==> src/rtl/hazard_ctrl_pkg.sv <==
// Shared types for the pipeline sequencing controller: register index, writeback
// source select, controller state and the bundled per-stage control word.
package hazard_ctrl_pkg;

    typedef logic [4:0] reg_idx_t;

    typedef enum logic [1:0] {
        from_ALU     = 2'd0,
        from_DataMem = 2'd1,
        from_PC4     = 2'd2,
        from_Imm     = 2'd3
    } MReg_sel_e;

    typedef enum logic [1:0] {
        IDLE     = 2'd0,
        RUN      = 2'd1,
        MEM_WAIT = 2'd2,
        HALT     = 2'd3
    } hz_state_e;

    typedef struct packed {
        logic pc_en;
        logic if_id_en;
        logic id_ex_en;
        logic ex_mem_en;
        logic mem_wb_en;
        logic if_id_flush;
        logic id_ex_flush;
        logic mem_wb_flush;
    } pipe_ctrl_t;

endpackage

==> src/rtl/hazard_ctrl_sat_counter.sv <==
// Saturating up-counter: holds at all-ones instead of wrapping.
module sat_counter #(
    parameter int W = 32
) (
    input  logic         clk,
    input  logic         rst,
    input  logic         inc_i,
    output logic [W-1:0] cnt_o
);

    logic [W-1:0] cnt_q;
    logic [W-1:0] cnt_d;

    always_comb begin
        cnt_d = cnt_q;
        if (inc_i && !(&cnt_q)) begin
            cnt_d = cnt_q + W'(1);
        end
    end

    always_ff @(posedge clk or posedge rst) begin
        if (rst) begin
            cnt_q <= '0;
        end else begin
            cnt_q <= cnt_d;
        end
    end

    assign cnt_o = cnt_q;

endmodule

==> src/rtl/hazard_ctrl.sv <==
// Per-stage enable/flush generation from dmem wait, taken branch and load-use,
// with a dmem timeout watchdog and stall/flush performance counters.
module hazard_ctrl
    import hazard_ctrl_pkg::*;
#(
    parameter int TIMEOUT = 64,
    parameter int CNT_W   = 32
) (
    input  logic             clk,
    input  logic             rst,
    input  logic [4:0]       id_rs1,
    input  logic [4:0]       id_rs2,
    input  logic             id_uses_rs1,
    input  logic             id_uses_rs2,
    input  logic [4:0]       id_ex_rd,
    input  logic             id_ex_regwrite,
    input  logic [1:0]       id_ex_MReg,
    input  logic             ex_branch_taken,
    input  logic             dmem_req,
    input  logic             dmem_ready,
    output logic             pc_en,
    output logic             if_id_en,
    output logic             id_ex_en,
    output logic             ex_mem_en,
    output logic             mem_wb_en,
    output logic             if_id_flush,
    output logic             id_ex_flush,
    output logic             mem_wb_flush,
    output logic             halted,
    output logic [CNT_W-1:0] stall_cnt,
    output logic [CNT_W-1:0] flush_cnt,
    output logic [1:0]       dbg_state_o
);

    localparam int WAIT_W = $clog2(TIMEOUT + 1);

    hz_state_e         state_q;
    logic [WAIT_W-1:0] wait_q;
    pipe_ctrl_t        ctrl;
    logic              running;
    logic              mem_stall;
    logic              load_use;
    logic              stall_inc;
    logic              flush_inc;

    assign running   = (state_q == RUN) || (state_q == MEM_WAIT);
    assign mem_stall = dmem_req && !dmem_ready;
    assign load_use  = id_ex_regwrite
                    && (MReg_sel_e'(id_ex_MReg) == from_DataMem)
                    && (id_ex_rd != 5'd0)
                    && ((id_uses_rs1 && (id_rs1 == id_ex_rd))
                     || (id_uses_rs2 && (id_rs2 == id_ex_rd)));

    // Priority: a dmem freeze holds any pending branch so it re-resolves later.
    always_comb begin
        ctrl = '0;
        if (running) begin
            if (mem_stall) begin
                ctrl.mem_wb_en    = 1'b1;
                ctrl.mem_wb_flush = 1'b1;
            end else if (ex_branch_taken) begin
                ctrl             = '1;
                ctrl.mem_wb_flush = 1'b0;
            end else if (load_use) begin
                ctrl.id_ex_en    = 1'b1;
                ctrl.ex_mem_en   = 1'b1;
                ctrl.mem_wb_en   = 1'b1;
                ctrl.id_ex_flush = 1'b1;
            end else begin
                ctrl.pc_en     = 1'b1;
                ctrl.if_id_en  = 1'b1;
                ctrl.id_ex_en  = 1'b1;
                ctrl.ex_mem_en = 1'b1;
                ctrl.mem_wb_en = 1'b1;
            end
        end
    end

    assign stall_inc = running && (mem_stall || load_use);
    assign flush_inc = running && !mem_stall && ex_branch_taken;

    always_ff @(posedge clk or posedge rst) begin
        if (rst) begin
            state_q <= IDLE;
            wait_q  <= '0;
        end else begin
            case (state_q)
                IDLE: state_q <= RUN;
                RUN: begin
                    if (mem_stall) begin
                        state_q <= MEM_WAIT;
                        wait_q  <= '0;
                    end
                end
                MEM_WAIT: begin
                    if (!mem_stall) begin
                        state_q <= RUN;
                    end else begin
                        wait_q <= wait_q + WAIT_W'(1);
                        // This cycle is the TIMEOUT-th consecutive stall spent waiting.
                        if (wait_q == WAIT_W'(TIMEOUT - 1)) begin
                            state_q <= HALT;
                        end
                    end
                end
                HALT:    state_q <= HALT;
                default: state_q <= IDLE;
            endcase
        end
    end

    sat_counter #(.W(CNT_W)) u_stall_cnt (
        .clk   (clk),
        .rst   (rst),
        .inc_i (stall_inc),
        .cnt_o (stall_cnt)
    );

    sat_counter #(.W(CNT_W)) u_flush_cnt (
        .clk   (clk),
        .rst   (rst),
        .inc_i (flush_inc),
        .cnt_o (flush_cnt)
    );

    assign pc_en        = ctrl.pc_en;
    assign if_id_en     = ctrl.if_id_en;
    assign id_ex_en     = ctrl.id_ex_en;
    assign ex_mem_en    = ctrl.ex_mem_en;
    assign mem_wb_en    = ctrl.mem_wb_en;
    assign if_id_flush  = ctrl.if_id_flush;
    assign id_ex_flush  = ctrl.id_ex_flush;
    assign mem_wb_flush = ctrl.mem_wb_flush;
    assign halted       = (state_q == HALT);
    assign dbg_state_o  = state_q;

endmodule

==> config.mk <==
export PLATFORM = sky130hd
export DESIGN_NAME = hazard_ctrl
export DESIGN_NICKNAME = d
export VERILOG_FILES = /design/src/rtl/hazard_ctrl_pkg.sv /design/src/rtl/hazard_ctrl_sat_counter.sv /design/src/rtl/hazard_ctrl.sv
export SDC_FILE = /design/constraint.sdc
export NUM_CORES = 1
export LEC_CHECK = 0
export ABC_AREA = 1
export CORE_MARGIN = 1.5
export CORE_UTILIZATION = 49
export CTS_BUF_LIST = sky130_fd_sc_hd__clkbuf_4 sky130_fd_sc_hd__clkbuf_8
export CTS_CLUSTER_DIAMETER = 100
export CTS_CLUSTER_SIZE = 10
export DETAILED_ROUTE_END_ITERATION = 16
export GPL_ROUTABILITY_DRIVEN = 1
export PLACE_DENSITY_LB_ADDON = 0.05
export RECOVER_POWER = 25
export SKIP_CTS_REPAIR_TIMING = 1
export SLEW_MARGIN = 20
export SYNTH_ARGS = -nofsm -noshare
export SYNTH_HDL_FRONTEND = slang
export SYNTH_HIERARCHICAL = 1
export SYNTH_SLANG_ARGS = --single-unit
==> constraint.sdc <==
create_clock -name clk -period 1.8 [get_ports clk]
set_input_delay 0.27 -clock clk [delete_from_list [all_inputs] [get_ports clk]]
set_output_delay 0.27 -clock clk [all_outputs]
set_load 0.03 [all_outputs]
==> results of run 1 <==
## metrics by stage
step	std cells	setup slack (ps)	setup TNS (ps)
5_1_grt	1143	-139	-1030
3_5_place_dp	1117	-439	-11710
2_1_floorplan	842	-56.7	-103
3_3_place_gp	1117	-332	-8550
4_1_cts	1133	-340	-2590
6_report	1143	-75.9	-342
## power by group
| group | total, uW | switching, uW | internal (uW) |
|---|---|---|---|
| Clock | 1360 | 640 | 721 |
| Sequential | 2010 | 204 | 1810 |
| Combinational | 2890 | 1630 | 1260 |
## worst register-to-register path, cell delays in order, from the launching register on
cell and delay [ps]:
dfrtp_2 450, ha_4 250, nor2_4 130, nand2_2 70
buf_4 140, inv_4 60, buf_4 100, nand4_1 120
nor2_2 130, nand2_1 70, nand2_1 50, nand2_1 50
## routing by layer
metal / part of all wire (%) / vias up
met5: 0 / -
met4: 3.6 / 0
met3: 4.8 / 45
met2: 52 / 190
met1: 40 / 2705
li1: - / 2876
## sequential cells by signal (all words and copies together) (netlist names)
signal             flops
wait_q                 7
u_flush_cnt/cnt_o     32
dbg_state_o            2
u_stall_cnt/cnt_o     32
## final cells by class
type	count	area, um2
fill	890	2970
sequential	73	1830
inverter	94	360
multi-input combinational	662	3080
clock inverter	3	40.0
timing repair buffer	162	1700
clock buffer	13	160
tap	136	170
## layout by cell type, fill, tap and decap left out, types with 5 or more instances in the layout
| cell type | synthesis | layout |
|---|---|---|
| buf_4 | 2 | 51 |
| buf_6 | 8 | 12 |
| clkbuf_8 | 0 | 10 |
| clkdlybuf4s50_1 | 0 | 23 |
| dfrtp_1 | 73 | 67 |
| dfrtp_2 | 0 | 6 |
| dlymetal6s2s_1 | 0 | 67 |
| inv_1 | 86 | 77 |
| inv_2 | 7 | 14 |
| nand2_1 | 409 | 400 |
| nand2_2 | 8 | 13 |
| nand2_4 | 3 | 7 |
| nand3_1 | 40 | 36 |
| nand3b_1 | 12 | 12 |
| nand4_1 | 8 | 8 |
| nor2_1 | 120 | 98 |
| nor2_2 | 5 | 22 |
| nor2_4 | 3 | 8 |
| o21ai_0 | 11 | 11 |
| o21ai_1 | 5 | 5 |
| xnor2_1 | 10 | 10 |
| xor2_1 | 14 | 14 |
## kinds of logic after synthesis
group                    after synthesis
AO/OA/AOI/OAI                         18
adder cells (fa/ha/maj)                6
AND/OR/NAND/NOR                      614
flip-flops                            73
XOR/XNOR                              24
buffers and inverters                107
## final timing paths
kind	startpoint	slack (ps)	to
max in group asynchronous	rst	560	u_flush_cnt/cnt_o[0]
min in group clk	wait_q[6]	450	wait_q[6]
worst min register to register	wait_q[6]	450	wait_q[6]
worst max-delay path	dbg_state_o[1]	-80	if_id_en
worst max register to register	dbg_state_o[1]	60	u_flush_cnt/cnt_o[17]
worst min-delay path	rst	360	wait_q[4]
==> flow_metrics.py, run 1 <==
metrics = {
    "status": {
        "status": "finished with violations",
        "violations": "negative setup slack",
    },
    "sta": {
        "hold_viol": 0,
        "worstMarginPinSlew_ps": 851,
        "slew_headroom_pct": 43.3,
        "hold_ws_ps": 359,
        "maxSlewViolCount": 0,
        "finalWorstSetupSlack_ps": -75.9,
        "period_share_pct": 104,
        "clock.fmax_mhz": 533,
        "rsz0062_at_grt": "true",
        "fin_crit_ps": 1880,
        "fin_skew_ps": 11.2,
        "setup_viol": 7,
    },
    "critical_path": {
        "cp_num_buf_inv": 2,
        "required_ps": 1530,
        "worstSetupStartpointType": "flop",
        "crit_family": "flip-flops",
        "rr_worst_depth": 11,
        "path_depth": 6,
        "cp.arrival_ps": 1610,
        "setup.worst_path.class": "flop to primary output",
        "slowest_delay_ps": 450,
        "cp_max_fo": 4,
        "critPathMostFrequentCell": "buf_6",
        "path_cells": "ha_4 > nor2_4 > nand2_2 > buf_6 > nand2_4 > buf_6",
        "slowest_stage": "dfrtp_2",
        "endpoint_kind": "primary output",
    },
    "drt": {
        "via_per_inst": 5.09,
        "wire_per_inst_um": 13.9,
        "first_iter_violations": 318,
        "vias": 5816,
        "drc_errors": 0,
        "firstDrtPassIters": 5,
        "ant_nets": 0,
        "drt_wl_total_mm": 15.9,
    },
    "global_routing": {
        "use_met3_pct": 4.66,
        "gr-max-usage-layer": "met2",
        "track_usage_pct": 28.6,
        "met2_usage_pct": 50.9,
        "met1_usage_pct": 32.5,
        "antenna_found_initial": 0,
        "grt_pass1_vias": 5672,
        "grt_max_degree": 33,
        "overflow": 0,
        "grt_pass1_wl_mm": 25.6,
    },
    "logic_synthesis": {
        "yosysWarnings": 6,
        "synth_area_um2": 5220,
        "yosys-top-cells-count": "409 x nand2_1, 120 x nor2_1, 86 x inv_1, 73 x dfrtp_1, 40 x nand3_1",
        "syn_area_per_cell_um2": 6.20,
        "synth-xor-area-share_pct": 4.02,
        "synth_top_area_share_pct": 35.0,
        "synth.area.top_cells": "dfrtp_1 35%, nand2_1 29%, nor2_1 8.6%",
        "synth_edf_count": 0,
        "synth_flop_cell": "dfrtp_1",
        "async_flop_share_pct": 100,
        "synth_cell_types": 27,
        "netlist_instances": 842,
        "synth_area_leader_cell": "dfrtp_1",
        "synth-compound-area-share_pct": 1.80,
        "yosys.cell_count.top_type": "nand2_1",
        "synth-simple-area-share_pct": 48.7,
        "ys_ff_latch": 73,
        "synthesis.nets": 873,
        "synth_top_family_by_area": "simple AND/OR/NAND/NOR gates",
        "synthAdderAreaFrac_pct": 1.44,
        "synthMuxAreaShare_pct": 0,
        "yosysSeqAreaShare_pct": 35.0,
    },
    "clock_network": {
        "clk_latency_ps": 370,
        "cts_root_buf": "clkbuf_8",
        "numCtsBuffers": 9,
        "h-tree-depth": 3,
        "cts_buffer_depth": 2,
        "cts.sinks": 73,
        "cts_tree": "done",
        "cts.clk_slew.worst_paths_ps": 80,
    },
    "flow_run": {
        "cap_violations": 0,
    },
    "floorplanning": {
        "placementRows": 37,
        "die_w_um": 106,
        "die_area_um2": 11300,
        "core_um2": 10300,
        "io_pins": 100,
        "die_h_um": 106,
        "initial_core_util_pct": 50.6,
    },
    "power": {
        "power_density_nw_per_um2": 852,
        "leakagePower_uw": 0.00467,
        "peakVddDrop_v": 0.000984,
        "fin_total_pwr_uw": 6260,
    },
    "place": {
        "portBuffers": 99,
        "dpl-instance-area_um2": 6730,
        "dp_hpwl_mm": 11.8,
        "place.gp.congestion": 0.919,
    },
    "final_layout": {
        "syn_to_final_growth_pct": 40.7,
        "drive_gt1_share_pct": 16.9,
        "postLayoutCellArea_um2": 7350,
        "fin_util_pct": 71.2,
        "n_antenna_cell": 0,
        "fin_nets": 1033,
    },
    "worst_hold_path": {
        "hold_class": "input pin to async pin",
    },
}
No activity file was read; power rests on OpenSTA's default activity.
==> run 2: changes to the inputs <==
Settings changed: CAP_MARGIN from default to 20.
==> results of run 2 <==
Same layout as run 1: the final DEF is identical, and so are final timing and power.
==> run 3: changes to the inputs <==
Settings changed: RECOVER_POWER 25 to default.
==> flow_metrics.py, run 3 (synthesis results as in run 1) <==
metrics = {
    "critical_path": {
        "worstSetupStartpointType": "flop",
        "cp.arrival_ps": 1610,
        "cp_max_fo": 4,
        "r2r_end": "u_flush_cnt/cnt_o[17]",
        "worstReg2RegStart": "dbg_state_o[1]",
        "rr_worst_depth": 11,
        "required_ps": 1530,
        "rrSetupSlack_ps": 60,
        "setup.worst_path.class": "flop to primary output",
        "endpoint_kind": "primary output",
    },
    "sta": {
        "period_share_pct": 104,
        "slew_headroom_pct": 70.7,
        "hold_ws_ps": 233,
        "tns_ps": -346,
        "maxSlewViolCount": 0,
        "clock.fmax_mhz": 533,
        "fin_skew_ps": 13.2,
        "finalWorstSetupSlack_ps": -76.9,
        "rsz0062_at_grt": "true",
        "hold_viol": 0,
        "worstMarginPinSlew_ps": 439,
        "fin_crit_ps": 1880,
        "setup_viol": 7,
    },
    "clock_network": {
        "h-tree-depth": 3,
        "cts_buffer_depth": 2,
        "cts_tree": "done",
        "cts_root_buf": "clkbuf_8",
        "cts.sinks": 73,
        "numCtsBuffers": 9,
        "clk_latency_ps": 380,
        "cts.clk_slew.worst_paths_ps": 80,
    },
    "global_routing": {
        "grt_pass1_wl_mm": 25.6,
        "use_met3_pct": 4.66,
        "track_usage_pct": 28.6,
        "overflow": 0,
        "grt_pass1_vias": 5672,
        "antenna_found_initial": 0,
        "met2_usage_pct": 50.9,
        "grt_max_degree": 33,
        "met1_usage_pct": 32.5,
        "gr-max-usage-layer": "met2",
    },
    "status": {
        "violations": "negative setup slack",
        "status": "finished with violations",
    },
    "floorplanning": {
        "die_w_um": 106,
        "die_area_um2": 11300,
        "placementRows": 37,
        "io_pins": 100,
        "initial_core_util_pct": 50.6,
        "core_um2": 10300,
        "die_h_um": 106,
    },
    "drt": {
        "drc_errors": 0,
        "first_iter_violations": 318,
        "vias": 5806,
        "ant_nets": 0,
        "firstDrtPassIters": 5,
        "via_per_inst": 5.08,
        "drt_wl_total_mm": 15.9,
        "wire_per_inst_um": 13.9,
    },
    "worst_hold_path": {
        "hold_class": "input pin to async pin",
    },
    "place": {
        "dp_cells": 1117,
        "place.gp.congestion": 0.919,
        "dp_hpwl_mm": 11.8,
        "portBuffers": 99,
    },
    "final_layout": {
        "drive_gt1_share_pct": 16.9,
        "regArea_um2": 1830,
        "layout.cells.non_filler": 1143,
        "fillers": 889,
        "multi_input_area_um2": 3080,
        "syn_to_final_growth_pct": 40.8,
        "n_antenna_cell": 0,
        "final_cell_mix": "400 x nand2_1, 98 x nor2_1, 77 x inv_1, 67 x dlymetal6s2s_1, 67 x dfrtp_1",
        "final_common_cell": "nand2_1",
        "fin_nets": 1033,
    },
    "power": {
        "leakagePower_uw": 0.00467,
        "peakVddDrop_v": 0.000984,
        "power_density_nw_per_um2": 852,
    },
    "flow_run": {
        "cap_violations": 0,
    },
}
run 3: worst max-delay path: stages, from the launching register on:
cell	delay (ps)
dfrtp_2	450
ha_4	250
nor2_4	130
nand2_2	70
buf_6	130
nand2_4	60
buf_6	130
run 3: power breakdown:
| part | total, uW | switching, uW | internal, uW |
|---|---|---|---|
| Combinational | 2890 | 1630 | 1260 |
| Sequential | 2010 | 204 | 1810 |
| Clock | 1360 | 644 | 721 |
| Total | 6270 | 2480 | 3790 |
run 3: worst max-delay path by stage:
stage	end	startpoint	slack, ps
floorplan	u_flush_cnt/cnt_o[19]	dbg_state_o[0]	-60
global placement	u_stall_cnt/cnt_o[22]	id_ex_rd[0]	-330
detailed placement	u_stall_cnt/cnt_o[22]	id_ex_rd[3]	-440
CTS	mem_wb_en	dbg_state_o[1]	-340
global route	if_id_en	id_rs2[3]	-140
finish	if_id_en	dbg_state_o[1]	-80
run 3: routing by layer:
metal | share of wire, % | up-vias
li1 | - | 2874
met1 | 40 | 2698
met2 | 52 | 187
met3 | 4.7 | 47
met4 | 3.6 | 0
met5 | 0 | -
run 3: final cells by class:
cell class	instances	area share (%)
flip-flops and latches	73	24.9
clock inverters	3	0.544
repair buffers	162	23.2
multi-input cells	662	41.9
well taps	136	2.31
inverters	94	4.90
clock buffers	13	2.18
run 3: per-stage QoR:
step	util (%)	setup WS (ps)	instance area, um2	power [uW]
after floorplan	-	-56.7	5270	3600
after global placement	65.2	-332	6730	4500
after detailed placement	65.2	-439	6730	4550
after CTS	67.1	-340	6930	5930
after global routing	71.3	-139	7360	6580
final	71.3	-76.9	7360	6270
